--- src/rtl/rf_wb_arbiter.sv ---
// rf_wb_arbiter
// Arbitrates register-file writeback between three sources (0=ALU, 1=LSU,
// 2=MUL/DIV). It accepts one source per cycle and registers the accepted
// rd/data into a single write port with one cycle of latency. Writes to x0
// complete their handshake but are dropped at the write port.
//
// Configuration macro: RF_WB_RR_ARB_EN
//   defined   -> round-robin arbitration. The search starts after the last
//                granted source.
//   undefined -> fixed priority. Source 0 is highest and source 2 is lowest.
//                No pointer register is built.
//
// Ports
//   clk             : clock, rising edge
//   rst             : synchronous active-high reset
//   req_valid       : per-source writeback request            [NUM_REQ]
//   req_rd_addr     : per-source rd, source i at [i*ADDR_W +: ADDR_W]
//   req_data        : per-source data, packed like req_rd_addr
//   req_ready       : per-source accept (combinational)       [NUM_REQ]
//   rf_write_enable : register-file write strobe
//   rf_rd_addr      : register-file write index
//   rf_data_in      : register-file write data
//   pending_mask    : one-hot of the register written this cycle (combinational)
//   commit_count    : saturating count of issued writes
module rf_wb_arbiter #(
    parameter int DATA_W  = 32,
    parameter int ADDR_W  = 5,
    parameter int NUM_REQ = 3
) (
    input  logic                      clk,
    input  logic                      rst,
    input  logic [NUM_REQ-1:0]        req_valid,
    input  logic [NUM_REQ*ADDR_W-1:0] req_rd_addr,
    input  logic [NUM_REQ*DATA_W-1:0] req_data,
    output logic [NUM_REQ-1:0]        req_ready,
    output logic                      rf_write_enable,
    output logic [ADDR_W-1:0]         rf_rd_addr,
    output logic [DATA_W-1:0]         rf_data_in,
    output logic [31:0]               pending_mask,
    output logic [15:0]               commit_count
);

    // Converts a one-hot grant into a source index. An empty grant maps to 0,
    // but the handshake qualifier blocks that case anyway.
    function automatic logic [1:0] onehot_to_idx(input logic [NUM_REQ-1:0] g);
        logic [1:0] idx;
        case (g)
            3'b001:  idx = 2'd0;
            3'b010:  idx = 2'd1;
            3'b100:  idx = 2'd2;
            default: idx = 2'd0;
        endcase
        return idx;
    endfunction

`ifdef RF_WB_RR_ARB_EN
    // Returns the first valid source found when searching from 'start' and
    // wrapping modulo 3.
    function automatic logic [NUM_REQ-1:0] first_from(input logic [NUM_REQ-1:0] valid,
                                                      input logic [1:0]         start);
        logic [NUM_REQ-1:0] g;
        logic               found;
        logic [2:0]         sum;
        logic [1:0]         idx;
        g     = {NUM_REQ{1'b0}};
        found = 1'b0;
        for (int k = 0; k < NUM_REQ; k++) begin
            sum = {1'b0, start} + 3'(k);
            if (sum >= 3'd3) begin
                sum = sum - 3'd3;
            end else begin
                sum = sum;
            end
            idx = sum[1:0];
            if (!found && valid[idx]) begin
                g[idx] = 1'b1;
                found  = 1'b1;
            end else begin
                found = found;
            end
        end
        return g;
    endfunction

    logic [1:0] last_grant_r;
    logic [1:0] next_start_s;

    // Round-robin search start: the source after the last grant.
    always_comb begin
        next_start_s = 2'd0;
        if (last_grant_r == 2'd2) begin
            next_start_s = 2'd0;
        end else begin
            next_start_s = last_grant_r + 2'd1;
        end
    end
`endif

    logic [NUM_REQ-1:0] grant_s;
    logic [1:0]         sel_idx_s;
    logic [ADDR_W-1:0]  sel_addr_s;
    logic [DATA_W-1:0]  sel_data_s;
    logic               hs_s;
    logic               wr_next_s;

    logic               wr_en_r;
    logic [ADDR_W-1:0]  rd_addr_r;
    logic [DATA_W-1:0]  data_r;
    logic [15:0]        count_r;

    // Grant selection. Reset masks every grant, so no handshake happens in reset.
    always_comb begin
        grant_s = {NUM_REQ{1'b0}};
        if (rst) begin
            grant_s = {NUM_REQ{1'b0}};
        end else begin
`ifdef RF_WB_RR_ARB_EN
            grant_s = first_from(req_valid, next_start_s);
`else
            // Isolate the lowest set bit. This gives source 0 the highest priority.
            grant_s = req_valid & (~req_valid + {{(NUM_REQ-1){1'b0}}, 1'b1});
`endif
        end
    end

    assign req_ready = grant_s;

    // Selects the accepted source's rd/data and decides whether it writes.
    always_comb begin
        sel_idx_s  = onehot_to_idx(grant_s);
        sel_addr_s = req_rd_addr[sel_idx_s*ADDR_W +: ADDR_W];
        sel_data_s = req_data[sel_idx_s*DATA_W +: DATA_W];
        hs_s       = |(req_valid & grant_s);
        wr_next_s  = hs_s && (sel_addr_s != {ADDR_W{1'b0}});
    end

`ifdef RF_WB_RR_ARB_EN
    // Remembers the last granted source. After reset it points at 2, so the
    // first search starts at source 0.
    always_ff @(posedge clk) begin
        if (rst) begin
            last_grant_r <= 2'd2;
        end else if (hs_s) begin
            last_grant_r <= sel_idx_s;
        end
    end
`endif

    // Output stage: registers the accepted write and holds rd/data when idle.
    // The counter advances on the same edge that raises write enable, so it
    // already includes the write being issued.
    always_ff @(posedge clk) begin
        if (rst) begin
            wr_en_r   <= 1'b0;
            rd_addr_r <= {ADDR_W{1'b0}};
            data_r    <= {DATA_W{1'b0}};
            count_r   <= 16'd0;
        end else if (hs_s) begin
            wr_en_r   <= wr_next_s;
            rd_addr_r <= sel_addr_s;
            data_r    <= sel_data_s;
            if (wr_next_s && (count_r != 16'hFFFF)) begin
                count_r <= count_r + 16'd1;
            end
        end else begin
            wr_en_r <= 1'b0;
        end
    end

    // One-hot hazard flag for the register being written this cycle.
    always_comb begin
        pending_mask = 32'd0;
        if (wr_en_r) begin
            pending_mask = 32'd1 << rd_addr_r;
        end else begin
            pending_mask = 32'd0;
        end
    end

    assign rf_write_enable = wr_en_r;
    assign rf_rd_addr      = rd_addr_r;
    assign rf_data_in      = data_r;
    assign commit_count    = count_r;

endmodule

--- config.mk ---
export PLATFORM = sky130hd
export DESIGN_NAME = rf_wb_arbiter
export DESIGN_NICKNAME = d
export VERILOG_FILES = /design/src/rtl/rf_wb_arbiter.sv
export SDC_FILE = /design/constraint.sdc
export NUM_CORES = 1
export LEC_CHECK = 0
export ABC_AREA = 1
export CORE_MARGIN = 4
export CORE_UTILIZATION = 40
export CTS_CLUSTER_DIAMETER = 200
export DETAILED_ROUTE_END_ITERATION = 10
export DONT_BUFFER_PORTS = 1
export GPL_ROUTABILITY_DRIVEN = 0
export SLEW_MARGIN = 20
export SYNTH_ARGS = -nofsm -noshare
export SYNTH_HDL_FRONTEND = slang
export SYNTH_SLANG_ARGS = --single-unit
--- constraint.sdc ---
create_clock -name clk -period 2.14 [get_ports clk]
set_input_delay 0.107 -clock clk [delete_from_list [all_inputs] [get_ports clk]]
set_output_delay 0.107 -clock clk [all_outputs]
set_load 0.005 [all_outputs]
==> out/metrics.cfg, run 1 <==
[run_status]
status = finished clean

[timing]
worst_pin_slew_ps = 815
finalMaxSlewViolations = 0
max_freq_mhz = 502
setup_violations = 0
max_slew_margin_pct = 45.5
finalCriticalPeriod_ps = 1990
grt_setup_unrepaired = false
tns_ps = 0
fin_skew_ps = 3.19
finalCritPeriodShare_pct = 93.0
hold_violations = 0

[placed_design]
place_hpwl_mm = 7.57
io_buffers = 0

[global_routing]
antenna_found_initial = 0
grt_use_met1_pct = 24.6
gr-usage-all-layers_pct = 19.9
grt_first_pass_wirelength_mm = 16.5
grt_overflow = 0
grt_busiest_layer = met2
grt_max_degree = 53
grtUsageMet3_pct = 4.29
first_global_vias = 3262
use_met2_pct = 34.3

[power_and_ir_drop]
power.total_mw = 2.25
peakVddDrop_v = 0.000269
p_per_area_nw_per_um2 = 576
p_leak_nw = 1.41
p_clk_share_pct = 30.1
switching_share_pct = 29.5
p_comb_share_pct = 18.3
internal-power_mw = 1.59
p_switching_mw = 0.662
pwr-share-seq_pct = 51.6

[synth]
yosysTopAreaCellShare_pct = 31.3
yosysSeqAreaShare_pct = 31.3
syn_avg_cell_area_sq_um = 6.90
synth-compound-area-share_pct = 22.9
yosys.area_share.simple_pct = 33.4
yosys.area_share.adder_pct = 0.363
synth_area_leaders = dfxtp_1 (31%), nor2_1 (8.2%), o21ai_0 (6.8%)
synth-xor-area-share_pct = 3.05
yosys.area.top_type = dfxtp_1
synth_fp_nets = 617
synth-edff-count = 0
synth.distinct_cells = 35
syn_area_sq_um = 3450
synth.most_common_cell = nor2_1
ys_ff_latch = 54
muxShareOfSynthArea_pct = 0
synth_cells = 500
synthTopCellsByCount = nor2_1 (75), nand2_1 (61), dfxtp_1 (54)
synth_ff_type = dfxtp_1
yosys_warnings = 0
synth_top_family_by_area = simple AND/OR/NAND/NOR gates
synthArstFlopShare_pct = 0

[cts]
numCtsBuffers = 5
clk_path_buf_depth = 2
cts_resized = 0
cts_sinks = 54
clock_latency_ps = 300
cts_max_level = 2
cts_tree = yes
clockRootBuffer = clkbuf_8
clk_pin_slew_ps = 90

[critical_path]
crit_buf_inv = 0
rrSetupSlack_ps = 150
worstPathMaxFanout = 16
cp.arrival_ps = 2220
cp_top_family = simple AND/OR/NAND/NOR gates
startpoint_type = register
crit_type = register to register
timing.rr.end = commit_count[15]
slowest_stage = dfxtp_1
cp-end-kind = register
r2r_cells = 7
critical_path_required_ps = 2360
crit_top_cell = nand2_1
r2r_start = commit_count[1]
crit_chain = ha_1, nand2_1, nor3b_2, nand4_2, nand3_4, nand2_1, a21oi_1
slowest_delay_ps = 450

[worst_hold_path]
whs_endpoint = rf_data_in[30]
holdCritPathClass = input port to register
hold_depth = 2
holdCritStartpoint = req_data[94]

[floorplan]
die_x_um = 101
row_count = 33
fp.coreArea_sq_um = 8300
dieArea_sq_um = 10200
initial_core_util_pct = 41.6
die_y_um = 101
ioPinCount = 205

[route]
drt_iter0_drc = 120
drc = 0
vias_per_cell = 5.67
wl_per_cell_um = 17.2
via_count = 3501
ant_nets = 0
first_pass_iters = 6
routed_wl_mm = 10.6

[final_layout]
finish.utilization_pct = 47.0
area_delta_synth_final_pct = 13.1
antenna_cells = 0
fill_cells = 850
final_nets = 629
final_layout_size_suffix_gt1_share_pct = 14.6

[job]
cap_violations = 0

-- worst max path at each step --
stage	from	to	slack [ps]	cells past startpoint
2_1_floorplan	commit_count[0]	commit_count[7]	390	8
3_3_place_gp	commit_count[1]	commit_count[0]	340	8
3_5_place_dp	commit_count[1]	commit_count[15]	220	7
4_1_cts	commit_count[1]	commit_count[15]	190	7
5_1_grt	commit_count[1]	commit_count[2]	40	7
6_report	commit_count[1]	commit_count[15]	150	7
-- registers in the layout, indices dropped and copies added (netlist names) --
signal           flops
rf_data_in          32
commit_count        16
rf_rd_addr           5
rf_write_enable      1
-- cell families (layout without fill, tap and decap cells) --
| kind of cell | count (synthesis) | after routing |
|---|---|---|
| AO/OA/AOI/OAI | 133 | 133 |
| XOR/XNOR | 12 | 12 |
| adder cells (fa/ha/maj) | 1 | 1 |
| buffers and inverters | 68 | 81 |
| flip-flops | 54 | 54 |
| AND/OR/NAND/NOR | 232 | 232 |
-- final cells by class --
class | count | area (sq um) | area share [%]
Clock buffer | 5 | 68.8 | 1.76
Clock inverter | 3 | 40.0 | 1.03
Inverter | 32 | 120 | 3.08
Multi-Input combinational cell | 378 | 2060 | 52.8
Sequential cell | 54 | 1080 | 27.7
Tap cell | 105 | 131 | 3.37
Timing Repair Buffer | 41 | 400 | 10.3
-- power by group through the flow --
| stage | combinational [mW] | clock [mW] | sequential, mW |
|---|---|---|---|
| floorplan | 0.323 | 0 | 1.14 |
| global placement | 0.348 | 0 | 1.18 |
| detailed placement | 0.356 | 0 | 1.18 |
| CTS | 0.409 | 0.703 | 1.16 |
| global route | 0.465 | 0.736 | 1.17 |
| finish | 0.410 | 0.677 | 1.16 |
-- per-layer routing --
metal | part of all wire [%] | routed length, um
met1 | 40 | 4260
met2 | 49 | 5220
met3 | 8.3 | 885
met4 | 2.2 | 237
met5 | 0 | 0
-- stage by stage --
step,cells,instance area (sq um),hold slack [ps],setup slack (ps)
after global placement,578,3470,174,338
final,618,3900,29.8,149
after floorplan,500,3450,268,390
after CTS,618,3900,7.22,191
after global routing,618,3900,35.2,35.1
after detailed placement,578,3470,175,219
-- layout by cell type, fill, tap and decap left out --
master and n:
xnor2_1 6, nor2_4 2, o21ai_0 47, or2_2 20, buf_12 1, clkinv_2 2, o21ai_2 2, o211ai_1 21
nand2_2 11, inv_1 26, nor3b_2 1, dfxtp_1 54, clkbuf_8 5, nand4_2 1, inv_2 4, ha_1 1
xor2_1 6, nand2_4 2, nand2_1 61, nor2_8 1, nor2_1 75, o21ai_1 1, nand3_4 1, a211oi_1 2
nand3_1 14, nand4_1 34, nand3b_1 3, buf_4 8, a21oi_2 9, a31oi_1 20, nor2_2 4, dlygate4sd3_1 32
a21oi_1 31, bufinv_16 1, nor3_1 2, clkinv_1 2
-- what timing repair did --
| action | 4_1_cts | 5_1_grt |
|---|---|---|
| endpoints found under the hold margin | 46 | 0 |
| hold buffers | 32 | 0 |
| setup buffers | 0 | 0 |
Note: power is estimated with default switching activity, not from simulation.
==> run 2, diff against run 1 <==
--- a/config.mk
+++ b/config.mk
@@ -7,11 +7,12 @@
 export LEC_CHECK = 0
 export ABC_AREA = 1
 export CORE_MARGIN = 4
-export CORE_UTILIZATION = 40
+export CORE_UTILIZATION = 64
 export CTS_CLUSTER_DIAMETER = 200
 export DETAILED_ROUTE_END_ITERATION = 10
 export DONT_BUFFER_PORTS = 1
 export GPL_ROUTABILITY_DRIVEN = 0
+export PLACE_DENSITY = 0.8
 export SLEW_MARGIN = 20
 export SYNTH_ARGS = -nofsm -noshare
 export SYNTH_HDL_FRONTEND = slang
==> run 2 against run 1 <==
Worst setup slack better by 75 ps. Flip-flop and latch count unchanged. Design area down 2.0%. Die area down 35%. Combinational power about the same. Total power down 4.5%. Worst hold slack worse by 13 ps. Via count up 5.0%. Critical path type unchanged.
==> out/metrics.cfg, run 2 (same netlist as run 1, synthesis figures left out) <==
[global_routing]
antenna_found_initial = 0  ; unchanged
grt_overflow = 0  ; unchanged
first_global_vias = 3464  ; +6.2%
gr-usage-all-layers_pct = 31.0  ; +11 points
grt_max_degree = 49  ; -7.5%
grt_first_pass_wirelength_mm = 16.3  ; -1.0%

[floorplan]
initial_core_util_pct = 66.7  ; +25 points
row_count = 26  ; -21%
die_x_um = 81.4  ; -19%
die_y_um = 81.4  ; -19%
dieArea_sq_um = 6630  ; -35%
ioPinCount = 205  ; unchanged
fp.coreArea_sq_um = 5170  ; -38%

[power_and_ir_drop]
p_clk_share_pct = 26.8  ; -3.3 points
pwr-share-seq_pct = 54.1  ; +2.5 points
peakVddDrop_v = 0.000378  ; +41%
internal-power_mw = 1.50  ; -5.3%
p_comb_share_pct = 19.1  ; +0.8 points
power.total_mw = 2.14  ; -4.5%
switching_share_pct = 30.0  ; +0.56 points
p_switching_mw = 0.644  ; -2.7%
p_per_area_nw_per_um2 = 561  ; -2.6%
p_leak_nw = 1.39  ; -1.4%

[cts]
numCtsBuffers = 5  ; unchanged
clk_pin_slew_ps = 100  ; about the same
cts_resized = 0  ; unchanged
cts_hold_buf = 31  ; -3.1%
postCtsSetupBuffers = 0  ; unchanged
clockRootBuffer = clkbuf_8
clock_latency_ps = 290  ; about the same
cts_max_level = 2  ; unchanged
clk_path_buf_depth = 2  ; unchanged
cts_sinks = 54  ; unchanged
cts_tree = yes

[placed_design]
io_buffers = 0  ; unchanged
dp_cells = 542  ; -6.2%
place_hpwl_mm = 7.09  ; -6.4%

[job]
cap_violations = 0  ; unchanged

[timing]
finalCritPeriodShare_pct = 89.5  ; -3.5 points
max_freq_mhz = 522  ; +3.9%
grt_setup_unrepaired = false
setup_violations = 0  ; unchanged
worst_pin_slew_ps = 766  ; -48.4 ps
hold_violations = 0  ; unchanged
finalCriticalPeriod_ps = 1920  ; -75.2 ps
tns_ps = 0  ; unchanged
finalMaxSlewViolations = 0  ; unchanged
max_slew_margin_pct = 48.8  ; +3.2 points
fin_skew_ps = 2.71  ; -0.475 ps

[critical_path]
cp.arrival_ps = 2140  ; -80 ps
cp-end-kind = register
critical_path_required_ps = 2360  ; about the same
crit_type = register to register
worstPathMaxFanout = 16  ; unchanged
startpoint_type = register

[route]
vias_per_cell = 6.32  ; +12%
drc = 0  ; unchanged
via_count = 3677  ; +5.0%
ant_nets = 0  ; unchanged
first_pass_iters = 5  ; -1
wl_per_cell_um = 18.1  ; +5.4%
routed_wl_mm = 10.5  ; -0.76%
drt_iter0_drc = 264  ; +120%

[final_layout]
fill_cells = 409  ; -52%
multi_input_area_sq_um = 2060  ; unchanged
final_layout_size_suffix_gt1_share_pct = 14.3  ; -0.33 points
area_delta_synth_final_pct = 10.8
fin_cells = 582  ; -5.8%
final_common_cell = nor2_1
largest_register_ff_count = 32  ; unchanged
final_cell_mix = nor2_1 (75), nand2_1 (61), dfxtp_1 (54)
final_nets = 627  ; -0.32%
regArea_sq_um = 1080  ; unchanged

[worst_hold_path]
holdCritPathClass = input port to register

[run_status]
status = finished clean

[run 2: per-stage QoR]
step                      hold WS [ps]  util (%)  area (sq um)  worst slack (ps)
after floorplan                    268         -          3450               390
after global placement             173      66.1          3420               364
after detailed placement           177      66.1          3420               261
after CTS                         3.46      73.9          3820               236
after global routing              4.81      73.9          3820              52.9
final                             17.0      73.9          3820               224
[run 2: power groups by stage]
stage	clock network, mW	logic, mW	registers [mW]
final	0.576	0.409	1.16
after global routing	0.630	0.461	1.17
after CTS	0.589	0.399	1.16
after detailed placement	0	0.347	1.18
after global placement	0	0.335	1.18
after floorplan	0	0.323	1.14
[run 2: final cells by class]
cell class / instances / area share [%]
Antenna cell: 1 / 0.0654
Clock buffer: 7 / 2.26
Clock inverter: 1 / 0.131
Inverter: 32 / 3.14
Multi-Input combinational cell: 378 / 53.8
Sequential cell: 54 / 28.3
Tap cell: 70 / 2.29
Timing Repair Buffer: 39 / 10.0
[run 2: path summary, 6_finish.rpt]
path	depth (start not counted)	end	from	slack, ps
worst max-delay path	7	commit_count[4]	commit_count[1]	220
worst min-delay path	2	rf_data_in[8]	req_data[72]	20
worst max register to register	7	commit_count[4]	commit_count[1]	220
worst min register to register	2	commit_count[3]	commit_count[3]	550
[run 2: critical path: stages, from the launching register on]
cell,delay (ps)
dfxtp_1,450
ha_1,270
nand2_1,100
nor3b_2,330
nand4_2,180
nand3_4,280
nand2_1,90
a21oi_1,140
[run 2: routing by layer]
metal | global-route usage [%] | routed length (um)
met3 | 6.25 | 912
met2 | 54.8 | 5350
met4 | 14.4 | 465
met1 | 35.8 | 3790
met5 | 0 | 0
